### config.mk
export PLATFORM = sky130hd
export DESIGN_NAME = scr1_tcm_port_ctrl
export DESIGN_NICKNAME = d
export VERILOG_FILES = /design/src/rtl/scr1_tcm_port_ctrl.sv
export SDC_FILE = /design/constraint.sdc
export NUM_CORES = 1
export LEC_CHECK = 0
export ABC_AREA = 1
export BUFFER_PORTS_ARGS = -buffer_cell sky130_fd_sc_hd__buf_4
export CORE_AREA = 2 2 118 120
export CTS_BUF_LIST = sky130_fd_sc_hd__clkbuf_2
export DETAILED_ROUTE_END_ITERATION = 10
export DIE_AREA = 0 0 120 122
export PLACE_DENSITY_LB_ADDON = 0.25
export SKIP_CTS_REPAIR_TIMING = 1
export SLEW_MARGIN = 40
export SYNTH_ARGS = -nofsm -noshare
export SYNTH_HDL_FRONTEND = slang
export SYNTH_SLANG_ARGS = --single-unit
### constraint.sdc
create_clock -name clk -period 2.2 [get_ports clk]
set_clock_uncertainty 0.2 [all_clocks]
set_input_delay 0.44 -clock clk [delete_from_list [all_inputs] [get_ports clk]]
set_output_delay 0.44 -clock clk [all_outputs]
set_load 0.1 [all_outputs]
### src/rtl/scr1_tcm_port_ctrl.sv
// scr1_tcm_port_ctrl: maps IMEM/DMEM req/ack/resp handshakes onto TCM dual-port RAM cycles.
module scr1_tcm_port_ctrl #(
    parameter int SCR1_WIDTH  = 32,
    parameter int SCR1_SIZE   = 32'h00010000,
    parameter int SCR1_NBYTES = SCR1_WIDTH / 8,
    localparam int AW         = $clog2(SCR1_SIZE)
) (
    input  logic                   clk,
    input  logic                   rst,
    input  logic                   imem_req,
    input  logic [31:0]            imem_addr,
    output logic                   imem_ack,
    output logic [SCR1_WIDTH-1:0]  imem_rdata,
    output logic [1:0]             imem_resp,
    input  logic                   dmem_req,
    input  logic                   dmem_cmd,
    input  logic [1:0]             dmem_width,
    input  logic [31:0]            dmem_addr,
    input  logic [SCR1_WIDTH-1:0]  dmem_wdata,
    output logic                   dmem_ack,
    output logic [SCR1_WIDTH-1:0]  dmem_rdata,
    output logic [1:0]             dmem_resp,
    output logic                   rena,
    output logic [AW-3:0]          addra,
    input  logic [SCR1_WIDTH-1:0]  qa,
    output logic                   renb,
    output logic                   wenb,
    output logic [SCR1_NBYTES-1:0] webb,
    output logic [AW-3:0]          addrb,
    output logic [SCR1_WIDTH-1:0]  datab,
    input  logic [SCR1_WIDTH-1:0]  qb
);
    typedef enum logic {ST_IDLE, ST_RESP} state_t;
    localparam logic [1:0] RESP_IDLE  = 2'b00;
    localparam logic [1:0] RESP_OKAY  = 2'b01;
    localparam logic [1:0] RESP_ERROR = 2'b10;

    state_t i_state, i_next, d_state, d_next;
    logic i_err, d_err, d_wr, i_bad, d_bad;
    logic [1:0] d_off, d_width;
    logic [SCR1_NBYTES-1:0] be;
    logic [SCR1_WIDTH-1:0] d_mask;

    always_ff @(posedge clk or posedge rst) begin
        if (rst) begin
            i_state <= ST_IDLE;
            d_state <= ST_IDLE;
            i_err   <= 1'b0;
            d_err   <= 1'b0;
            d_wr    <= 1'b0;
            d_off   <= 2'b00;
            d_width <= 2'b00;
        end else begin
            i_state <= i_next;
            d_state <= d_next;
            if (imem_ack) i_err <= i_bad;
            if (dmem_ack) begin
                d_err   <= d_bad;
                d_wr    <= dmem_cmd;
                d_off   <= dmem_addr[1:0];
                d_width <= dmem_width;
            end
        end
    end

    always_comb begin
        i_next = imem_ack ? ST_RESP : ST_IDLE;
        d_next = dmem_ack ? ST_RESP : ST_IDLE;
    end

    // A port in RESP always issues its response this cycle, so a new request is accepted too.
    assign imem_ack = imem_req && !rst && (i_state == ST_IDLE || imem_resp != RESP_IDLE);
    assign dmem_ack = dmem_req && !rst && (d_state == ST_IDLE || dmem_resp != RESP_IDLE);

    assign i_bad = (|imem_addr[31:AW]) || (|imem_addr[1:0]);
    assign d_bad = (|dmem_addr[31:AW]) || dmem_width == 2'b11
                || (dmem_width == 2'b01 && dmem_addr[0])
                || (dmem_width == 2'b10 && |dmem_addr[1:0]);

    assign rena  = imem_ack && !i_bad;
    assign addra = rena ? imem_addr[AW-1:2] : '0;
    assign renb  = dmem_ack && !d_bad && !dmem_cmd;
    assign wenb  = dmem_ack && !d_bad && dmem_cmd;
    assign addrb = (renb || wenb) ? dmem_addr[AW-1:2] : '0;
    assign be    = dmem_width == 2'b00 ? SCR1_NBYTES'(1) : dmem_width == 2'b01 ? SCR1_NBYTES'(3) : '1;
    assign webb  = wenb ? be << dmem_addr[1:0] : '0;
    assign datab = wenb ? dmem_wdata << {dmem_addr[1:0], 3'b000} : '0;

    assign imem_resp  = i_state == ST_RESP ? (i_err ? RESP_ERROR : RESP_OKAY) : RESP_IDLE;
    assign dmem_resp  = d_state == ST_RESP ? (d_err ? RESP_ERROR : RESP_OKAY) : RESP_IDLE;
    assign imem_rdata = imem_resp == RESP_OKAY ? qa : '0;
    assign d_mask     = d_width == 2'b00 ? SCR1_WIDTH'(8'hFF) : d_width == 2'b01 ? SCR1_WIDTH'(16'hFFFF) : '1;
    assign dmem_rdata = (dmem_resp == RESP_OKAY && !d_wr) ? (qb >> {d_off, 3'b000}) & d_mask : '0;
endmodule

==> results of run 1 <==
## metal layers
layer	vias to the layer above	GRT usage (%)	wire, um
li1	2166	-	-
met1	1925	17.88	5068
met2	173	27.41	7503
met3	16	2.949	1129
met4	0	4.044	232
met5	-	0	0
## cells by family after synthesis
kind of cell / count (synthesis) / share of synthesized area [%]
AO/OA/AOI/OAI: 86 / 21.23
buffers and inverters: 138 / 23.54
flip-flops: 9 / 9.459
AND/OR/NAND/NOR: 255 / 45.77
## critical path: cells and delay by family
family	cells	cell delay [ns]
and+or+nand+nor	7	0.71
buffers and inverters	4	0.60
## registers in the layout, summed over array words and instances (netlist names)
name     flops
d_err        1
i_state      1
d_width      2
d_wr         1
d_state      1
d_off        2
i_err        1
## final timing paths
check                                         end  slack (ns)  cells past startpoint
min in group clk           d_width[0]$_DFFE_PP0N_        0.33                      2
min reg2reg                d_width[0]$_DFFE_PP0N_        0.33                      2
max in group asynchronous       d_err$_DFFE_PP0N_        1.66                      3
min                        d_width[1]$_DFFE_PP0N_       0.005                      3
max                                      datab[0]       -0.21                     11
max reg2reg                  d_off[1]$_DFFE_PP0N_        1.13                      3
## power groups by stage
stage | logic [W] | clock network (W) | registers [W]
CTS | 0.000761 | 0.000110 | 0.000188
global placement | 0.000756 | 0 | 0.000191
global route | 0.000942 | 0.000114 | 0.000193
floorplan | 0.000411 | 0 | 0.000188
finish | 0.000865 | 0.000102 | 0.000191
detailed placement | 0.000759 | 0 | 0.000192
## Yosys cell counts
library cell / n
nand3_2: 4
nor3_2: 1
nor2_1: 134
nor2_2: 10
or2_2: 11
a21oi_1: 12
nand3_1: 4
inv_1: 110
inv_2: 2
a31oi_1: 5
buf_6: 4
a211oi_1: 5
nand2_4: 1
nor2_8: 1
clkbuf_1: 11
buf_2: 10
nor4_1: 1
o21a_1: 4
buf_1: 1
nor3_4: 1
o22ai_1: 1
o21ai_2: 1
a2bb2oi_1: 7
o21ai_0: 44
o211ai_1: 6
o21ai_1: 1
nand2_1: 83
nor3_1: 4
dfrtp_1: 9
## metrics by stage
| stage | instances | setup WS [ns] |
|---|---|---|
| 2_1_floorplan | 488 | -0.6956 |
| 3_5_place_dp | 989 | -0.3372 |
| 3_3_place_gp | 989 | -0.3111 |
| 5_1_grt | 1018 | -0.2777 |
| 4_1_cts | 993 | -0.3483 |
| 6_report | 1018 | -0.2090 |
## cells in the final DEF, fill, tap and decap left out, drive strengths merged
master    instances
or2              11
a211oi            5
clkinvlp          4
nand2            85
o21a              4
o22ai             1
inv             108
o211ai            6
dfrtp             9
nor2            145
a2bb2oi           7
clkbuf            7
buf             367
o21ai            46
nor4              1
nor3              6
nand3             8
a21oi            12
diode             1
a31oi             5
## area by class of cell
type / count / area (um2)
inverter: 112 / 455.4
clock buffer: 4 / 20.02
multi-input combinational: 342 / 2740
timing repair buffer: 370 / 4250
fill: 1161 / 5585
antenna: 1 / 2.502
tap: 180 / 225.2
sequential: 9 / 225.2
==> results.json, run 1 <==
{
  "power.leakage_nw": 3.667,
  "holdWs_ns": 0.004562,
  "drc": 0,
  "syn-num-nets": 655,
  "p_switching_w": 0.0005336,
  "drv_slew": 0,
  "cts.clk_slew.worst_paths_ns": 0.09,
  "synthTopCellsByArea": "nor2_1 21%, inv_1 17%, nand2_1 13%, dfrtp_1 9.5%, o21ai_0 9.2%",
  "fin_total_pwr_w": 0.001158,
  "port_buffers": 303,
  "drt-total-wl_um": 13930,
  "cp.required_ns": 1.56,
  "dr_total_vias": 4280,
  "timing.setup.tns_ns": -9.211,
  "avgSynthCellArea_um2": 4.879,
  "setup.worst_path.start": "dmem_addr[19]",
  "final_util_pct": 58.64,
  "internal_power_w": 0.0006248,
  "drv_cap": 0,
  "cts_max_level": 1,
  "hold_viol": 0,
  "ctsLongestPathBuffers": 2,
  "dpl-instance-area_mm2": 0.006106,
  "p_clk_share_pct": 8.8,
  "crit_type": "in2out",
  "worst_slew_pin_slew_ns": 0.3839,
  "rows": 43,
  "switching_share_pct": 46.06,
  "io_pins": 304,
  "grtUsageTotal_pct": 15.02,
  "root_buffer": "clkbuf_2",
  "setup_slack_ns": -0.2090,
  "die_h_um": 122,
  "drt-wirelength-per-cell_um": 13.69,
  "syn_inst": 488,
  "antenna_left": 0,
  "syn2layout_area_growth_pct": 232.6,
  "violations": "negative setup slack",
  "setup_viol": 92,
  "ys_seq_area_share_pct": 9.459,
  "syn_area_mm2": 0.002381,
  "grt_pass1_vias": 3760,
  "regToRegStartpoint": "d_off[1]$_DFFE_PP0N_",
  "cp-start-kind": "input pin",
  "finalInstanceArea_mm2": 0.007919,
  "yosysUniqueCellTypes": 29,
  "grt_pass1_wl_um": 18150,
  "antenna_found_initial": 1,
  "relSlewSlack_pct": 74.14,
  "fp.dieArea_mm2": 0.01464,
  "numCtsBuffers": 3,
  "clk_latency_ns": 0.23,
  "arrival_ns": 1.77,
  "drtIter0Drc": 140,
  "p_comb_share_pct": 74.6,
  "endpoint_kind": "primary output",
  "ys_seq_elements": 9,
  "yosys_warnings": 0,
  "max_stage_delay_ns": 0.18,
  "grt_max_degree": 35,
  "final_nets": 1005,
  "grt-ovfl-total": 0,
  "seqPwrFrac_pct": 16.5,
  "power.density_mw_per_mm2": 146.3,
  "routed_via_density": 4.204,
  "yosysTopAreaCellShare_pct": 21.12,
  "die_w_um": 120,
  "layout-drive-gt1-share_pct": 68.10,
  "hp-class": "in2async",
  "outcome": "finished with violations",
  "first_pass_iters": 4,
  "cts_tree": "yes",
  "synth_top_cell_by_area": "nor2_1",
  "cpMaxStageDelayCell": "buf_12",
  "finalCritPeriodShare_pct": 109.5,
  "finalWeightedCongestion": 0.7865,
  "vdd_ir_drop_max_mv": 0.1085,
  "crit_chain": "buf_4 > nor2_2 > nand2_2 > nor2_2 > nand2_2 > nor2_8 > buf_4 > nand3_4 > buf_12 > nor2_4 > buf_12",
  "clock-sinks": 9,
  "core-area_mm2": 0.01350,
  "cp_max_fo": 9,
  "clock.fmax_mhz": 415.1,
  "rsz0062_at_grt": "yes",
  "dp_hpwl_um": 10240,
  "floorplan.initialDensity_pct": 17.63,
  "period_minus_slack_ns": 2.409
}
Power figures use the tool's default switching activity.
==> run 2, diff against run 1 <==
==> constraint.sdc (replaced) <==
create_clock -name clk -period 2.2 [get_ports clk]
set_clock_uncertainty 0.2 [all_clocks]
set_input_delay 0.11 -clock clk [delete_from_list [all_inputs] [get_ports clk]]
set_output_delay 0.11 -clock clk [all_outputs]
set_load 0.1 [all_outputs]
==> run 2 against run 1 <==
  * The flow finishes with violations (negative hold slack)
  * Clock power is essentially flat
  * Worst setup slack improved by 0.35 ns
  * Via count fell by 11%
  * Combinational power decreased by 22%
  * Global-route usage down 0.59 points
  * Sequential share of layout area up 1.3 points
  * Critical endpoint is now dmem_rdata[7]
  * Largest cell class unchanged
==> results.json, run 2 (synthesized netlist as in run 1, its figures left out) <==
{
  "p_clk_share_pct": 10.8,
  "drv_cap": 0,
  "first_pass_iters": 4,
  "die_w_um": 120,
  "clock-sinks": 9,
  "endpoint_kind": "primary output",
  "max_stage_delay_ns": 0.41,
  "relSlewSlack_pct": 66.84,
  "floorplan.initialDensity_pct": 17.63,
  "cpMaxStageDelayCell": "dfrtp_1",
  "root_buffer": "clkbuf_2",
  "numCtsBuffers": 3,
  "port_buffers": 303,
  "finalInstanceArea_mm2": 0.005381,
  "crit_top_cell": "buf_4",
  "grtUsageTotal_pct": 14.43,
  "drtIter0Drc": 144,
  "crit_family": "buffers and inverters",
  "setup_viol": 0,
  "p_comb_share_pct": 69.7,
  "holdWs_ns": -0.02018,
  "cp_num_cells": 7,
  "cts.clk_slew.worst_paths_ns": 0.09,
  "syn2layout_area_growth_pct": 126.0,
  "power.density_mw_per_mm2": 179.4,
  "layout_commonest_cell": "buf_4",
  "crit_type": "reg2out",
  "power.leakage_nw": 3.047,
  "violations": "negative hold slack",
  "arrival_ns": 1.75,
  "cp-start-kind": "register",
  "switching_share_pct": 43.22,
  "grt_pass1_wl_um": 17530,
  "routed_via_density": 3.920,
  "reg2reg_depth": 3,
  "outcome": "finished with violations",
  "core-area_mm2": 0.01350,
  "clk_latency_ns": 0.23,
  "io_pins": 304,
  "reg.largest.list": "d_off: 2 flops, d_width: 2 flops",
  "grt-ovfl-total": 0,
  "ctsLongestPathBuffers": 2,
  "p_switching_w": 0.0004172,
  "grt_max_degree": 34,
  "dp_hpwl_um": 9917,
  "finalWeightedCongestion": 0.7881,
  "final_nets": 957,
  "fin_total_pwr_w": 0.0009654,
  "crit_chain": "inv_1 > buf_4 > or2_2 > o21a_1 > nand2_1 > a21oi_4 > buf_4",
  "cts_tree": "yes",
  "rows": 43,
  "internal_power_w": 0.0005482,
  "vdd_ir_drop_max_mv": 0.07367,
  "period_minus_slack_ns": 2.057,
  "layout-drive-gt1-share_pct": 58.81,
  "fp.dieArea_mm2": 0.01464,
  "worst_slew_pin_slew_ns": 0.4974,
  "hold_viol": 2,
  "drt-total-wl_um": 11780,
  "cts_max_level": 1,
  "drc": 0,
  "worstPathBufferInverterCount": 3,
  "rsz0062_at_grt": "no",
  "place_inst": 962,
  "dr_total_vias": 3798,
  "fin_cells": 969,
  "dpl-instance-area_mm2": 0.005328,
  "clock.fmax_mhz": 486.1,
  "drv_slew": 0,
  "grt_pass1_vias": 3519,
  "antenna_left": 0,
  "die_h_um": 122,
  "cp_max_fo": 22,
  "mostFrequentLayoutCells": "319 x buf_4, 109 x inv_1, 83 x nand2_1, 83 x nor2_2, 46 x nor2_1",
  "hp-class": "in2reg",
  "cp.required_ns": 1.89,
  "drt-wirelength-per-cell_um": 12.16,
  "finalCritPeriodShare_pct": 93.51,
  "seqPwrFrac_pct": 19.5,
  "antenna_cells": 0,
  "antenna_found_initial": 0,
  "holdPathStages": 4
}
## run 2: cell count changes in the layout (fill, tap and decap cells not counted), moves of 14 or more
cell / delta
nor2_2: +67
buf_12: -106
buf_4: +82
o21ai_0: +14
nor2_4: -88
buf_6: -22
nor2_1: +21
## run 2: through the flow
step                      hold slack, ns  setup slack [ns]  TNS [ns]  util, %
after CTS                        -0.2778            0.1057         0    39.60
after detailed placement       -0.006037            0.2592         0    39.45
after global placement         -0.003084            0.2767         0    39.45
after global routing            0.001929          0.006764         0    39.85
after floorplan                  -0.2541           -0.5381    -8.734        -
final                           -0.02018            0.1428         0    39.85
## run 2: worst reg2reg max path: cells and delay by family, from the launching register on
family / cells / cell delay, ns
AO/OA/AOI/OAI: 1 / 0.07
AND/OR/NAND/NOR: 1 / 0.08
flip-flops: 1 / 0.38
buffers and inverters: 1 / 0.21
## run 2: routing by layer
layer / vias up / part of all wire (%) / track usage [%] / wire length, um
li1: 2064 / - / - / -
met1: 1580 / 42 / 18.38 / 4996
met2: 148 / 48 / 25.60 / 5713
met3: 6 / 8.4 / 2.715 / 991
met4: 0 / 0.66 / 2.426 / 78
met5: - / 0 / 0 / 0
## run 2: final timing paths
kind	from	to	slack, ns
min reg2reg	d_width[0]$_DFFE_PP0N_	d_width[0]$_DFFE_PP0N_	0.29
max	d_off[0]$_DFFE_PP0N_	dmem_rdata[7]	0.14
max in group asynchronous	rst	d_off[1]$_DFFE_PP0N_	1.41
min	rst	i_err$_DFFE_PP0P_	-0.02
max reg2reg	d_off[1]$_DFFE_PP0N_	d_off[1]$_DFFE_PP0N_	1.12
min in group asynchronous	rst	i_err$_DFFE_PP0P_	0.26
## run 2: area by class of cell
type | instances | area [um2]
repair buffers | 323 | 2436
flip-flops and latches | 9 | 225.2
well taps | 180 | 225.2
multi-input cells | 341 | 2051
clock buffers | 4 | 20.02
inverters | 112 | 424.2
fillers | 1478 | 8123
## run 2: power by group through the flow
stage / Clock, W / Sequential (W) / Combinational, W
finish: 0.000104 / 0.000188 / 0.000673
global route: 0.000119 / 0.000190 / 0.000748
CTS: 0.000110 / 0.000188 / 0.000675
detailed placement: 0 / 0.000191 / 0.000672
global placement: 0 / 0.000191 / 0.000670
floorplan: 0 / 0.000188 / 0.000364
